File: config.mk
export PLATFORM = sky130hd
export DESIGN_NAME = mem_arbiter
export DESIGN_NICKNAME = d
export VERILOG_FILES = /design/src/rtl/mem_arbiter.sv
export SDC_FILE = /design/constraint.sdc
export NUM_CORES = 1
export LEC_CHECK = 0
export ABC_CLOCK_PERIOD_IN_PS = 4000
export BUFFER_PORTS_ARGS = -buffer_cell sky130_fd_sc_hd__clkbuf_2
export CAP_MARGIN = 20
export CORE_MARGIN = 2
export CORE_UTILIZATION = 35
export CTS_CLUSTER_SIZE = 12
export DETAILED_ROUTE_END_ITERATION = 8
export PLACE_DENSITY = 0.72
export SYNTH_ARGS = -nofsm -noshare
export SYNTH_HDL_FRONTEND = slang
export SYNTH_SLANG_ARGS = --single-unit
File: constraint.sdc
create_clock -name clk -period 4 [get_ports clk]
set_input_delay 0 -clock clk [delete_from_list [all_inputs] [get_ports clk]]
set_output_delay 0 -clock clk [all_outputs]
set_load 0.03 [all_outputs]
File: src/rtl/mem_arbiter.sv
`default_nettype none
// ============================================================================
// Module   : mem_arbiter
// Purpose  : Shares one block-RAM port between an instruction-fetch and a
//            data load/store requester (IDLE -> ACCESS -> WAIT -> RESP).
//            Define MEM_ARB_RR_EN for round-robin conflict resolution;
//            otherwise data always beats inst.
// Revision : 1.0 - initial release
// ============================================================================
module mem_arbiter #(
    parameter int MEM_AW = 7,
    parameter int RD_LAT = 1
) (
    input  logic              clk,
    input  logic              rst,
    input  logic              inst_read,
    input  logic [29:0]       inst_address,
    output logic [31:0]       inst_dout,
    output logic              inst_ready,
    input  logic              data_read,
    input  logic [3:0]        data_write,
    input  logic [29:0]       data_address,
    input  logic [31:0]       data_din,
    output logic [31:0]       data_dout,
    output logic              data_ready,
    output logic              mem_en,
    output logic [3:0]        mem_we,
    output logic [MEM_AW-1:0] mem_addr,
    output logic [31:0]       mem_din,
    input  logic [31:0]       mem_dout
);

    localparam logic [1:0] S_IDLE   = 2'd0;
    localparam logic [1:0] S_ACCESS = 2'd1;
    localparam logic [1:0] S_WAIT   = 2'd2;
    localparam logic [1:0] S_RESP   = 2'd3;

    logic [1:0]        state_q, state_d;
    logic [1:0]        cnt_q, cnt_d;
    logic              gnt_data_q, gnt_data_d;
    logic              is_wr_q, is_wr_d;
    logic              mem_en_q, mem_en_d;
    logic [3:0]        mem_we_q, mem_we_d;
    logic [MEM_AW-1:0] mem_addr_q, mem_addr_d;
    logic [31:0]       mem_din_q, mem_din_d;
    logic              inst_ready_q, inst_ready_d;
    logic              data_ready_q, data_ready_d;
    logic [31:0]       inst_dout_q, inst_dout_d;
    logic [31:0]       data_dout_q, data_dout_d;

    logic inst_pend, data_pend, pick_data;

    // Word addresses wrap inside the RAM; the upper bits are intentionally dropped.
    logic unused_addr_bits;
    assign unused_addr_bits = ^{inst_address[29:MEM_AW], data_address[29:MEM_AW]};

    assign inst_pend = inst_read;
    assign data_pend = data_read | (|data_write);

`ifdef MEM_ARB_RR_EN
    logic last_data_q, last_data_d;
    assign pick_data = data_pend & (~inst_pend | ~last_data_q);
`else
    assign pick_data = data_pend;
`endif

    always_comb begin
        state_d      = state_q;
        cnt_d        = cnt_q;
        gnt_data_d   = gnt_data_q;
        is_wr_d      = is_wr_q;
        mem_en_d     = 1'b0;
        mem_we_d     = 4'd0;
        mem_addr_d   = mem_addr_q;
        mem_din_d    = mem_din_q;
        inst_ready_d = 1'b0;
        data_ready_d = 1'b0;
        inst_dout_d  = inst_dout_q;
        data_dout_d  = data_dout_q;
`ifdef MEM_ARB_RR_EN
        last_data_d  = last_data_q;
`endif
        case (state_q)
            S_IDLE: begin
                if (inst_pend || data_pend) begin
                    state_d    = S_ACCESS;
                    gnt_data_d = pick_data;
                    mem_en_d   = 1'b1;
`ifdef MEM_ARB_RR_EN
                    last_data_d = pick_data;
`endif
                    if (pick_data) begin
                        mem_addr_d = data_address[MEM_AW-1:0];
                        mem_we_d   = data_write;
                        mem_din_d  = data_din;
                        is_wr_d    = |data_write;
                    end else begin
                        mem_addr_d = inst_address[MEM_AW-1:0];
                        is_wr_d    = 1'b0;
                    end
                end
            end
            S_ACCESS: begin
                if (is_wr_q) begin
                    state_d      = S_RESP;
                    data_ready_d = 1'b1;
                end else begin
                    state_d = S_WAIT;
                    cnt_d   = 2'(RD_LAT - 1);
                end
            end
            S_WAIT: begin
                // Last latency cycle: RAM output is valid, capture and respond.
                if (cnt_q == 2'd0) begin
                    state_d = S_RESP;
                    if (gnt_data_q) begin
                        data_dout_d  = mem_dout;
                        data_ready_d = 1'b1;
                    end else begin
                        inst_dout_d  = mem_dout;
                        inst_ready_d = 1'b1;
                    end
                end else begin
                    cnt_d = cnt_q - 2'd1;
                end
            end
            S_RESP: begin
                state_d = S_IDLE;
            end
            default: begin
                state_d = S_IDLE;
            end
        endcase
    end

    always_ff @(posedge clk) begin
        if (rst) begin
            state_q      <= S_IDLE;
            cnt_q        <= 2'd0;
            gnt_data_q   <= 1'b0;
            is_wr_q      <= 1'b0;
            mem_en_q     <= 1'b0;
            mem_we_q     <= 4'd0;
            mem_addr_q   <= '0;
            mem_din_q    <= 32'd0;
            inst_ready_q <= 1'b0;
            data_ready_q <= 1'b0;
            inst_dout_q  <= 32'd0;
            data_dout_q  <= 32'd0;
`ifdef MEM_ARB_RR_EN
            last_data_q  <= 1'b0;
`endif
        end else begin
            state_q      <= state_d;
            cnt_q        <= cnt_d;
            gnt_data_q   <= gnt_data_d;
            is_wr_q      <= is_wr_d;
            mem_en_q     <= mem_en_d;
            mem_we_q     <= mem_we_d;
            mem_addr_q   <= mem_addr_d;
            mem_din_q    <= mem_din_d;
            inst_ready_q <= inst_ready_d;
            data_ready_q <= data_ready_d;
            inst_dout_q  <= inst_dout_d;
            data_dout_q  <= data_dout_d;
`ifdef MEM_ARB_RR_EN
            last_data_q  <= last_data_d;
`endif
        end
    end

    assign mem_en     = mem_en_q;
    assign mem_we     = mem_we_q;
    assign mem_addr   = mem_addr_q;
    assign mem_din    = mem_din_q;
    assign inst_ready = inst_ready_q;
    assign data_ready = data_ready_q;
    assign inst_dout  = inst_dout_q;
    assign data_dout  = data_dout_q;

endmodule
`default_nettype wire

# [Yosys cells after proc, flatten, opt, wreduce, memory -nomap -nowiden]
# Index checks and enable logic that the tools add are counted.
[totals] ff_bits=116 out_inout_bits=110 in_bits=132
[op_classes] n_reduce_logical=14 muxes=15 bitwise=7 add_sub_neg=1 n_eq_ne=7
[op_table] operator="$reduce_and A3 Y1" n=4
[op_table] operator="$mux W2" n=4
[op_table] operator="$ne A2 B2 Y1 const B" n=4
[op_table] operator="$pmux W2 S4" n=1
[op_table] operator="$reduce_or A4 Y1" n=2
[op_table] operator="$mux W1" n=7
[op_table] operator="$mux W7" n=1
[op_table] operator="$not A1 Y1" n=6
[op_table] operator="$eq A2 B2 Y1 const B" n=2
[op_table] operator="$logic_not A2 Y1" n=2
[op_table] operator="$pmux W2 S2" n=1
[op_table] operator="$reduce_and A2 Y1" n=2
[op_table] operator="$reduce_or A3 Y1" n=1
[op_table] operator="$eq A2 B1 Y1 const B" n=1
[op_table] operator="$pmux W1 S2" n=1
[op_table] operator="$reduce_bool A2 Y1" n=1
[op_table] operator="$reduce_or A2 Y1" n=1
[op_table] operator="$sub A2 B1 Y2 const B" n=1
[op_table] operator="$logic_or A1 B1 Y1" n=1
[op_table] operator="$or A1 B1 Y1" n=1

# [Longest topological paths before layout]
[depth] ltp_word=5 depth_mapped=7 depth_no_buf=5

# [Worst setup path before layout]
# OpenSTA, ideal clock, no wires.
[synth_path] path_type="reg-to-reg" startpoint="reg state_q[0]" endpoint="reg inst_dout_q[22], in the netlist inst_dout[22]" n_path_buf=2 path_slack_ns=2.535 required_time_ns=3.930 setup_time_ns=0.070 stages_incl_launch_ff=8 arrival_time_ns=1.394 cell_sequence="dfxtp_1 inv_1 ha_1 and3b_1 clkbuf_1 clkbuf_1 nand2_1 a21oi_1"
[synth_between] elab_chain_len=2
[synth_lines] item="start, declared" line_no="38" rtl="logic [1:0] state_q, state_d;"
[synth_lines] item="start signal, assigned" line_no="154" rtl="state_q <= state_d;"
[synth_lines] item="$eq A2 B2 Y1" line_no="83" rtl="case (state_q)"
[synth_lines] item="$reduce_and A3 Y1 (no source line)"
[synth_lines] item="end signal, assigned" line_no="164" rtl="inst_dout_q <= inst_dout_d;"
[synth_lines] item="end, declared" line_no="48" rtl="logic [31:0] inst_dout_q, inst_dout_d;"
# No other way between the ends.
# A chain may end at the register's enable or synchronous reset.

# [Final worst setup path]
[layout_path] startpoint="in data_write[2]" endpoint="reg mem_addr_q[4], in the netlist mem_addr[4]"
[layout_between] elab_chain_len=4
[layout_lines] item="start, declared" line_no="21" rtl="input logic [3:0] data_write,"
[layout_lines] item="$reduce_or A4 Y1 *" line_no="58" rtl="assign data_pend = data_read | (|data_write);"
[layout_lines] item="$or A1 B1 Y1 *" line_no="58"
[layout_lines] item="$logic_or A1 B1 Y1" line_no="85" rtl="if (inst_pend || data_pend) begin"
[layout_lines] item="$reduce_and A2 Y1 (no source line)"
[layout_lines] item="end signal, assigned" line_no="160" rtl="mem_addr_q <= mem_addr_d;"
[layout_lines] item="end, declared" line_no="44" rtl="logic [MEM_AW-1:0] mem_addr_q, mem_addr_d;"
# Mark *: on every way between the ends. The rest lies on a longest branch, timed or not.

==> impl_metrics.env <==
export IMPL_overflow=0
export IMPL_globalRoute_busiestLayer="met2"
export IMPL_synth_enable_flop_cells=0
export IMPL_cts_root_buf="clkbuf_16"
export IMPL_diodes=0
export IMPL_route_detailed_vias_per_inst=4.60
export IMPL_cts_max_path_buffers=2
export IMPL_totalNegativeSetupSlack_ns=0
export IMPL_final_max_slew_violation_count=0
export IMPL_postSynthNetCount=648
export IMPL_multi_input_comb_area_um2=2010
export IMPL_critical_path_required_ns=4.29
export IMPL_cp_common_cell="dlygate4sd3_1"
export IMPL_yosys_area_top_type="dfxtp_1"
export IMPL_die_w_um=118
export IMPL_critPathMaxFanout=10
export IMPL_reg2reg_to="mem_addr[4]"
export IMPL_clock_power_share_pct=32.9
export IMPL_hold_path_startpoint="data_read"
export IMPL_total_leakage_power_nw=3.11
export IMPL_timing_hold_worst_endpoint="mem_en"
export IMPL_globalRouteMet3Util_pct=6.10
export IMPL_max_slew_margin_pct=32.5
export IMPL_classification_of_the_worst_slack_hold_path="in2reg"
export IMPL_worst_r2r_cell_count=5
export IMPL_slowest_stage="nor4_2"
export IMPL_route_detailed_wl_per_inst_um=13.1
export IMPL_ys_seq_elements=116
export IMPL_combPwrFrac_pct=32.3
export IMPL_synth_main_ff_cell="dfxtp_1"
export IMPL_post_dp_hpwl_um=7380
export IMPL_final_core_util_pct=55.1
export IMPL_cell_internal_pwr_w=0.00279
export IMPL_crit_arrival_ns=2.68
export IMPL_io_buffers=195
export IMPL_skew_ns=0.00825
export IMPL_cellPowerDensity_nw_per_um2=615
export IMPL_power_switching_fraction_pct=34.7
export IMPL_routed_wirelength_um=12600
export IMPL_clock_sink_count=116
export IMPL_hold_viol_final=0
export IMPL_placed_cells_incl_taps=846
export IMPL_clock_latency_ns=0.41
export IMPL_critical_path_class="in2reg"
export IMPL_grt_setup_unrepaired="false"
export IMPL_core_area_um2=12600
export IMPL_syn_inst_count=512
export IMPL_grt_usage_pct=18.0
export IMPL_netSwitchingPower_w=0.00148
export IMPL_num_vias=4411
export IMPL_synth_async_sr_flop_share_pct=0
export IMPL_rows=41
export IMPL_groute_layer_met2_usage_pct=30.9
export IMPL_detail_route_iter0_violations=240
export IMPL_routabilityCongestion=0.716
export IMPL_worstPathCellList="dlygate4sd3_1, clkbuf_2, nor4_2, a21boi_1, o221a_2, dlygate4sd3_1"
export IMPL_yosys_warnings=0
export IMPL_grt_pass1_wl_um=20200
export IMPL_timing_critical_path_slowest_cell_delay_ns=0.74
export IMPL_floorplan_die_area_um2=13900
export IMPL_timing_reg2reg_setup_slack_ns=1.85
export IMPL_fillerInstances=1114
export IMPL_floorplan_io_pins=242
export IMPL_htreeDepth=4
export IMPL_number_of_nets_still_failing_antenna_checks_after_routing=0
export IMPL_maxClockFrequency_mhz=419
export IMPL_use_met1_pct=20.4
export IMPL_ys_types=35
export IMPL_setup_violations=0
export IMPL_maxCapViolCount=0
export IMPL_worst_ir_drop_vdd_mv=0.340
export IMPL_post_synth_instance_area_um2=4530
export IMPL_area_growth_synth_to_final_pct=53.5
export IMPL_startpoint_of_the_worst_slack_reg_to_reg_timing_path="state_q[0]"
export IMPL_synth_yosys_seq_area_share_pct=51.3
export IMPL_post_synth_top_area_fraction_pct=51.3
export IMPL_cts_buffers_inserted=17
export IMPL_crit_path_end_kind="flop"
export IMPL_total_drc_errors_in_the_routed_layout=0
export IMPL_first_pass_iters=4
export IMPL_tightest_slew_ns=1.01
export IMPL_p_seq_share_pct=34.8
export IMPL_initial_utilization_pct=35.9
export IMPL_synth_avg_cell_area_um2=8.85
export IMPL_layout_worst_path_cycle_share_pct=59.7
export IMPL_nets=912
export IMPL_final_layout_size_suffix_gt1_share_pct=30.7
export IMPL_floorplan_die_height_um=118
export IMPL_yosys_top_cells_area="dfxtp_1, nand2_1, nand2b_1"
export IMPL_run_status="finished, final reports clean"
export IMPL_post_route_insts_no_fill=958
export IMPL_finalCriticalPeriod_ns=2.39
export IMPL_final_seq_area_um2=2320
export IMPL_worst_setup_path_start_kind="input pin"
export IMPL_initial_antenna_violation_count=0
export IMPL_hold_path_depth=3
export IMPL_grt_pass1_vias=4294
export IMPL_cts_tree="done"
export IMPL_maximum_number_of_pins_on_one_net_before_global_route_repair=96
export IMPL_clk_pin_slew_ns=0.05
routing by layer:
| metal | part of all wire [%] | routed length (µm) |
|---|---|---|
| met3 | 7.5 | 941 |
| met4 | 1.7 | 218 |
| met5 | 0 | 0 |
| met1 | 42 | 5280 |
| met2 | 49 | 6150 |
registers in the layout, summed over array words and instances, names as in the netlist:
name        count
inst_ready      1
mem_addr        7
inst_dout      32
gnt_data_q      1
state_q         2
data_ready      1
data_dout      32
cnt_q           2
mem_we          4
is_wr_q         1
mem_din        32
mem_en          1
repair_timing:
action                                 in CTS  in global routing
endpoints found under the hold margin     109                  0
resized for setup                           0                  0
setup endpoints to repair                   0                  0
setup buffers                               0                  0
hold buffers                               83                  0
how the worst max path moves through the flow:
stage	startpoint	to	cells after the start
after CTS	data_write[3]	mem_addr[3]	6
after global placement	state_q[0]	inst_dout[30]	6
after global routing	data_write[3]	mem_addr[4]	6
final	data_write[2]	mem_addr[4]	6
after detailed placement	state_q[0]	inst_dout[15]	6
after floorplan	state_q[0]	inst_dout[22]	7
power by group through the flow:
stage | clock network (W) | registers, W | logic [W]
after floorplan | 0 | 0.00187 | 0.000603
after global placement | 0 | 0.00150 | 0.00128
after detailed placement | 0 | 0.00150 | 0.00129
after CTS | 0.00144 | 0.00148 | 0.00138
after global routing | 0.00149 | 0.00151 | 0.00148
final | 0.00141 | 0.00149 | 0.00138
synth_stat cells, drive strengths merged, types with 2 or more instances:
cell type and number:
nand2 129, nor2 10, a21oi 68, and2 6, mux2i 33, and3 2, o221a 7, nand2b 68
clkbuf 28, o21ai 4, nor2b 2, buf 9, inv 4, dfxtp 116, a31oi 7, or3 2
a21boi 2, ha 4
layout make-up:
cell class                 count  area share, %
multi-input combinational    355           28.9
clock buffer                  24           7.22
clock inverter                 5          0.720
sequential                   116           33.4
timing repair buffer         282           26.5
tap                          172           3.10
inverter                       4          0.216
critical path, delay by kind of cell:
| kind | cells | cell delay, ns |
|---|---|---|
| buf+inv | 3 | 1.24 |
| simple gates | 1 | 0.74 |
| compound gates | 2 | 0.69 |
cell families (layout without fill, tap and decap cells):
family	Yosys count	count (layout)	share of synthesized area, %
and+or+nand+nor	224	224	23.6
DFF	116	116	51.3
AOI/OAI and AO/OA	94	94	12.2
buffers and inverters	41	315	4.56
muxes	33	33	7.29
adders and majority gates	4	4	1.11
cells in the final DEF (no fill, tap or decap), types with 7 or more instances in the layout:
cell	count
clkbuf_16	17
a21oi_1	68
mux2i_1	33
nand2_1	129
clkbuf_2	194
dlygate4sd3_1	83
o221a_2	7
nand2b_1	68
nor2_1	10
dfxtp_1	116
a31oi_1	7
stage by stage:
step                total power, W  hold WS [ns]  setup WS [ns]  area (µm²)
floorplan                  0.00248         0.122           2.54        4530
global placement           0.00278         0.239           1.90        5570
detailed placement         0.00278         0.242           1.88        5570
CTS                        0.00430         0.104           1.65        6950
global route               0.00448         0.173           1.44        6950
finish                     0.00427         0.127           1.61        6950
Note: power is estimated with default switching activity, not from simulation.
